**config.mk**
```make
export PLATFORM = sky130hd
export DESIGN_NAME = dg0045_rom_fetch_ctrl
export DESIGN_NICKNAME = d
export VERILOG_FILES = /design/src/rtl/dg0045_rom_fetch_ctrl.sv
export SDC_FILE = /design/constraint.sdc
export NUM_CORES = 1
export LEC_CHECK = 0
export ABC_AREA = 1
export ABC_CLOCK_PERIOD_IN_PS = 2700
export CORE_MARGIN = 5
export CORE_UTILIZATION = 42
export DETAILED_ROUTE_END_ITERATION = 7
export DONT_BUFFER_PORTS = 1
export PLACE_DENSITY = 0.57
export SLEW_MARGIN = 15
export SYNTH_ARGS = -nofsm -noshare
export SYNTH_HDL_FRONTEND = slang
export SYNTH_SLANG_ARGS = --single-unit
export TNS_END_PERCENT = 10
```
**constraint.sdc**
```tcl
create_clock -name clk -period 2.7 [get_ports clk]
set_clock_uncertainty 0.05 [all_clocks]
set_input_delay 0.54 -clock clk [delete_from_list [all_inputs] [get_ports clk]]
set_output_delay 0.54 -clock clk [all_outputs]
set_load 0.03 [all_outputs]
```
**src/rtl/dg0045_rom_fetch_ctrl.sv**
```systemverilog
// Instruction-byte fetch controller: serves DG0045 opcode fetches from SPI NOR flash
// (mode 0, single READ) with a one-entry last-fetch buffer in front of it.
module dg0045_rom_fetch_ctrl #(
  parameter int          DIV       = 1,
  parameter logic [23:0] BASE_ADDR = 24'h000000,
  parameter logic [7:0]  RD_CMD    = 8'h03,
  parameter int          CS_GAP    = 2
) (
  input  logic       clk,
  input  logic       rst,
  input  logic       req,
  input  logic [9:0] addr,
  input  logic       flush,
  output logic [7:0] data,
  output logic       rdy,
  output logic       busy,
  output logic       spi_cs_n,
  output logic       spi_sck,
  output logic       spi_mosi,
  input  logic       spi_miso
);

  localparam int DW = (DIV > 1) ? $clog2(DIV) : 1;
  localparam int GW = $clog2(CS_GAP + 1);
  localparam logic [DW-1:0] DIV_LAST = DW'(DIV - 1);
  localparam logic [GW-1:0] GAP_LAST = GW'(CS_GAP - 1);

  typedef enum logic [1:0] {
    S_IDLE  = 2'd0,
    S_SHIFT = 2'd1,
    S_DONE  = 2'd2,
    S_GAP   = 2'd3
  } state_t;

  state_t          r_state;
  logic [38:0]     r_sr;
  logic [7:0]      r_rx;
  logic [5:0]      r_bit_cnt;
  logic [DW-1:0]   r_div_cnt;
  logic [GW-1:0]   r_gap_cnt;
  logic [9:0]      r_addr;
  logic [9:0]      r_buf_addr;
  logic [7:0]      r_buf_data;
  logic            r_valid;
  logic            r_drop;
  logic [7:0]      r_data;
  logic            r_rdy;
  logic            r_busy;
  logic            r_cs_n;
  logic            r_sck;
  logic            r_mosi;

  logic [23:0]     w_flash_addr;
  logic [39:0]     w_frame;
  logic            w_hit;

  // 24-bit add wraps modulo 2^24 by construction.
  assign w_flash_addr = BASE_ADDR + {14'b0, addr};
  assign w_frame      = {RD_CMD, w_flash_addr};
  // A same-cycle flush forces a miss even if the buffer matches.
  assign w_hit        = r_valid && !flush && (addr == r_buf_addr);

  always_ff @(posedge clk) begin
    if (rst) begin
      r_state    <= S_IDLE;
      r_sr       <= '0;
      r_rx       <= '0;
      r_bit_cnt  <= '0;
      r_div_cnt  <= '0;
      r_gap_cnt  <= '0;
      r_addr     <= '0;
      r_buf_addr <= '0;
      r_buf_data <= '0;
      r_valid    <= 1'b0;
      r_drop     <= 1'b0;
      r_data     <= '0;
      r_rdy      <= 1'b0;
      r_busy     <= 1'b0;
      r_cs_n     <= 1'b1;
      r_sck      <= 1'b0;
      r_mosi     <= 1'b0;
    end else begin
      r_rdy <= 1'b0;
      case (r_state)
        S_IDLE: begin
          if (flush) r_valid <= 1'b0;
          // r_rdy guard keeps a held req from producing rdy on consecutive cycles.
          if (req && !r_rdy) begin
            if (w_hit) begin
              r_rdy  <= 1'b1;
              r_data <= r_buf_data;
            end else begin
              r_addr    <= addr;
              r_sr      <= w_frame[38:0];
              r_mosi    <= w_frame[39];
              r_cs_n    <= 1'b0;
              r_sck     <= 1'b0;
              r_busy    <= 1'b1;
              r_div_cnt <= '0;
              r_bit_cnt <= '0;
              r_state   <= S_SHIFT;
            end
          end
        end

        S_SHIFT: begin
          if (flush) begin
            r_valid <= 1'b0;
            r_drop  <= 1'b1;
          end
          if (r_div_cnt == DIV_LAST) begin
            r_div_cnt <= '0;
            if (!r_sck) begin
              r_sck <= 1'b1;
              if (r_bit_cnt >= 6'd40) r_rx <= {r_rx[6:0], spi_miso};
            end else if (r_bit_cnt == 6'd47) begin
              r_cs_n  <= 1'b1;
              r_sck   <= 1'b0;
              r_mosi  <= 1'b0;
              r_state <= S_DONE;
            end else begin
              // Zeros shift in behind the frame, so mosi is 0 during the data byte.
              r_sck     <= 1'b0;
              r_bit_cnt <= r_bit_cnt + 6'd1;
              r_mosi    <= r_sr[38];
              r_sr      <= {r_sr[37:0], 1'b0};
            end
          end else begin
            r_div_cnt <= r_div_cnt + DW'(1);
          end
        end

        S_DONE: begin
          r_rdy  <= 1'b1;
          r_data <= r_rx;
          r_busy <= 1'b0;
          if (flush) r_valid <= 1'b0;
          if (!r_drop && !flush) begin
            r_buf_addr <= r_addr;
            r_buf_data <= r_rx;
            r_valid    <= 1'b1;
          end
          r_drop    <= 1'b0;
          r_gap_cnt <= GW'(1);
          r_state   <= S_GAP;
        end

        S_GAP: begin
          if (flush) r_valid <= 1'b0;
          if (r_gap_cnt >= GAP_LAST) r_state <= S_IDLE;
          else r_gap_cnt <= r_gap_cnt + GW'(1);
        end

        default: r_state <= S_IDLE;
      endcase
    end
  end

  assign data     = r_data;
  assign rdy      = r_rdy;
  assign busy     = r_busy;
  assign spi_cs_n = r_cs_n;
  assign spi_sck  = r_sck;
  assign spi_mosi = r_mosi;

endmodule

```
==> metrics.txt <==
slew of the pin with the lowest slew margin=roughly 0.76 ns; ANT cells=0; Cell Chain, Critical Path=inv_1, ha_1, inv_2, nor2_2, a21oi_4, buf_4, nand4_1, nor2_1, nor2_1; VDD IR-drop max=a little over 500 µV; pin count of the biggest net entering global routing=between 40 and 50; Area contributors post-synth=dfxtp_1, a21oi_1, nand2_1; H-tree depth=3; 1st-iter DRT viols=roughly 260; post-DR vias/cell=slightly above 5; fin crit period=approximately 2.2 ns; Commonest cells post-synth=nand2_1, dfxtp_1, a21oi_1; Die X=around 110 µm; CTS resizes=0; critical path class=reg -> reg; Synth Cell Area=approximately 4400 µm²; yosys warns=0; FF+latch area=2000 µm²; outcome=finished clean; post-synthesis async set-or-reset flop share=0%; wire per inst=13.4 µm; area leader, netlist=dfxtp_1; final hold vios=0; TritonCTS Buffers=9; initial core utilization=42.7%; die footprint=around 13000 µm²; CP Capture Type=flip-flop; setup tns final=0 ns; Post-DP HPWL=about 6400 µm; Post-Syn Area per Cell=between 7 and 8 µm²; maximum clock rate=452 MHz; FILL cells=roughly 1100; DR vias=between 3000 and 4000; critical path data required time=2.91 ns; total track usage=15.8%; area of the multi-input gates=2000 µm²; Yosys reg bits=100; max cap viols=0; Slew Limit Fails=0; IO Pins=28; Core Util, Final=a little under half; layout cell share with drive strength beyond 1=roughly 6%; first-pass GRT wire length=about 16000 µm; Main synth FF type=dfxtp_1; CP max-delay cell=buf_4; Sink Count=100; grt ovf=0; WL final=between 9000 and 10000 µm; core area=10300 µm²; clk slew on worst S/H paths=around 0.1 ns; RSZ-0062 raised after global routing=no; post-synthesis cell type count=25; Remaining DRCs=0; Post-CTS Hold Buffers=0; First-pass DRT Iterations=5; r2r worst-path depth=9; Worst-Skew Late Latency=~0.38 ns; share of the synthesized area in the top cell type=a little under half; clock buffer depth=2; row cnt=37; clk root buf=clkbuf_8; Critical Path AT=between 2 and 2.5 ns; Hold/Removal Path Class=in -> reg; Routed Antenna Nets=0; CTS tree=yes; post-synthesis cell count=594; Post-CTS Setup Inserts=0; max incr delay on CP=about 0.43 ns; initial antenna violation count=0; total nets after synthesis=618; most frequent cell after synthesis=nand2_1; Post-synth EDFFs=0; cell mode on critical path=nor2_1; pwr dens=around 1100 nW/µm²; post-synthesis sequential area ratio=a little under half; Hold Path Depth=1; CP Launch Type=flip-flop; fin crit share=roughly four fifths; Worst R2R Setup Slack=roughly 0.49 ns; CP max FO=45; die span in y=between 100 and 150 µm; final setup vio count=0; GP Congestion=0.780; vias in the first global route=3442; Leakage=1.84 nW; Slew HR=about half; IO Port Bufs=0; Final #Nets=a little over 600; area growth from synthesis to layout=7.33%
[layout make-up]
type	instances	share of cell area [%]
Sequential cell	100	42.5
Timing Repair Buffer	12	2.44
Multi-Input combinational cell	402	42.4
Clock buffer	10	2.71
Clock inverter	6	1.99
Tap cell	136	3.61
Inverter	55	4.38
[report_power, final]
group,leakage (nW),switching [W],internal [W],total (W)
registers,0.813,0.000245,0.00174,0.00198
clock network,0.107,0.000535,0.000531,0.00107
logic,0.919,0.00132,0.000575,0.00190
[flip-flops by register name, indices dropped and copies added, names as in the netlist]
register	count
rdy	1
r_buf_data	8
spi_sck	1
r_drop	1
r_sr	39
data	8
r_state	2
spi_mosi	1
r_addr	10
r_valid	1
spi_cs_n	1
r_bit_cnt	6
busy	1
r_buf_addr	10
r_gap_cnt	2
r_rx	8
[cell families (layout without fill, tap and decap cells)]
kind of cell	count (synthesis)	count (layout)	synth area share (%)
AOI/OAI and AO/OA	151	151	17.5
xor gates and xnor gates	6	6	1.20
adders and majority gates	9	9	2.57
buffers and inverters	92	83	8.92
DFF	100	100	45.6
and+or+nand+nor	236	236	24.2
[critical path: cells and delay by family (launching register included)]
kind	cells	cell delay, ns
compound gates	1	0.17
flops	1	0.40
fa+ha+maj	1	0.21
simple gates	4	0.57
buf+inv	3	0.71
[stage by stage]
stage               instance area, µm²  worst slack, ns  hold WS, ns  power, W  std cells
floorplan                         4390            0.867        0.380   0.00354        594
global placement                  4490            0.579        0.387   0.00389        705
detailed placement                4490            0.505        0.397   0.00393        705
CTS                               4710            0.476        0.155   0.00500        721
global route                      4710            0.277        0.137   0.00535        721
finish                            4710            0.488        0.180   0.00495        721
[layer usage]
metal  wire length, µm  global-route usage (%)  part of all wire, %  vias to the layer above
li1                  -                       -                    -                     1942
met1              4740                    21.5                   49                     1671
met2              4360                    24.0                   45                       75
met3               429                    4.58                  4.4                       11
met4               123                    5.13                  1.3                        0
met5                 0                       0                    0                        -
[placed cells by master, fill, tap and decap left out]
cell type and instances:
clkinv_4 1, nor4_4 1, xor2_1 2, buf_12 2, nor3_1 2, bufinv_16 2
nor2_2 1, nand4_4 1, buf_4 10, ha_1 9, or2_2 1, xnor2_1 4
nor3_2 1, o21ai_0 56, a21oi_4 1, nand3_1 9, clkbuf_8 9, inv_2 2
o211ai_1 1, inv_6 2, nand2_2 1, inv_1 53, nand2_1 115, nand4_1 45
clkinvlp_4 1, clkbuf_1 1, nor2_1 59, dfxtp_1 100, a21oi_1 93
[worst paths after layout]
check | end | start
setup reg to reg | r_sr[24]$_SDFFE_PP0P_ | r_state[1]$_SDFFE_PP0P_
setup / recovery | r_sr[24]$_SDFFE_PP0P_ | r_state[1]$_SDFFE_PP0P_
hold / removal | r_sr[2]$_SDFFE_PP0P_ | rst
hold reg to reg | r_buf_data[5]$_SDFFE_PP0P_ | r_buf_data[5]$_SDFFE_PP0P_
No activity file was read; power rests on OpenSTA's default activity.
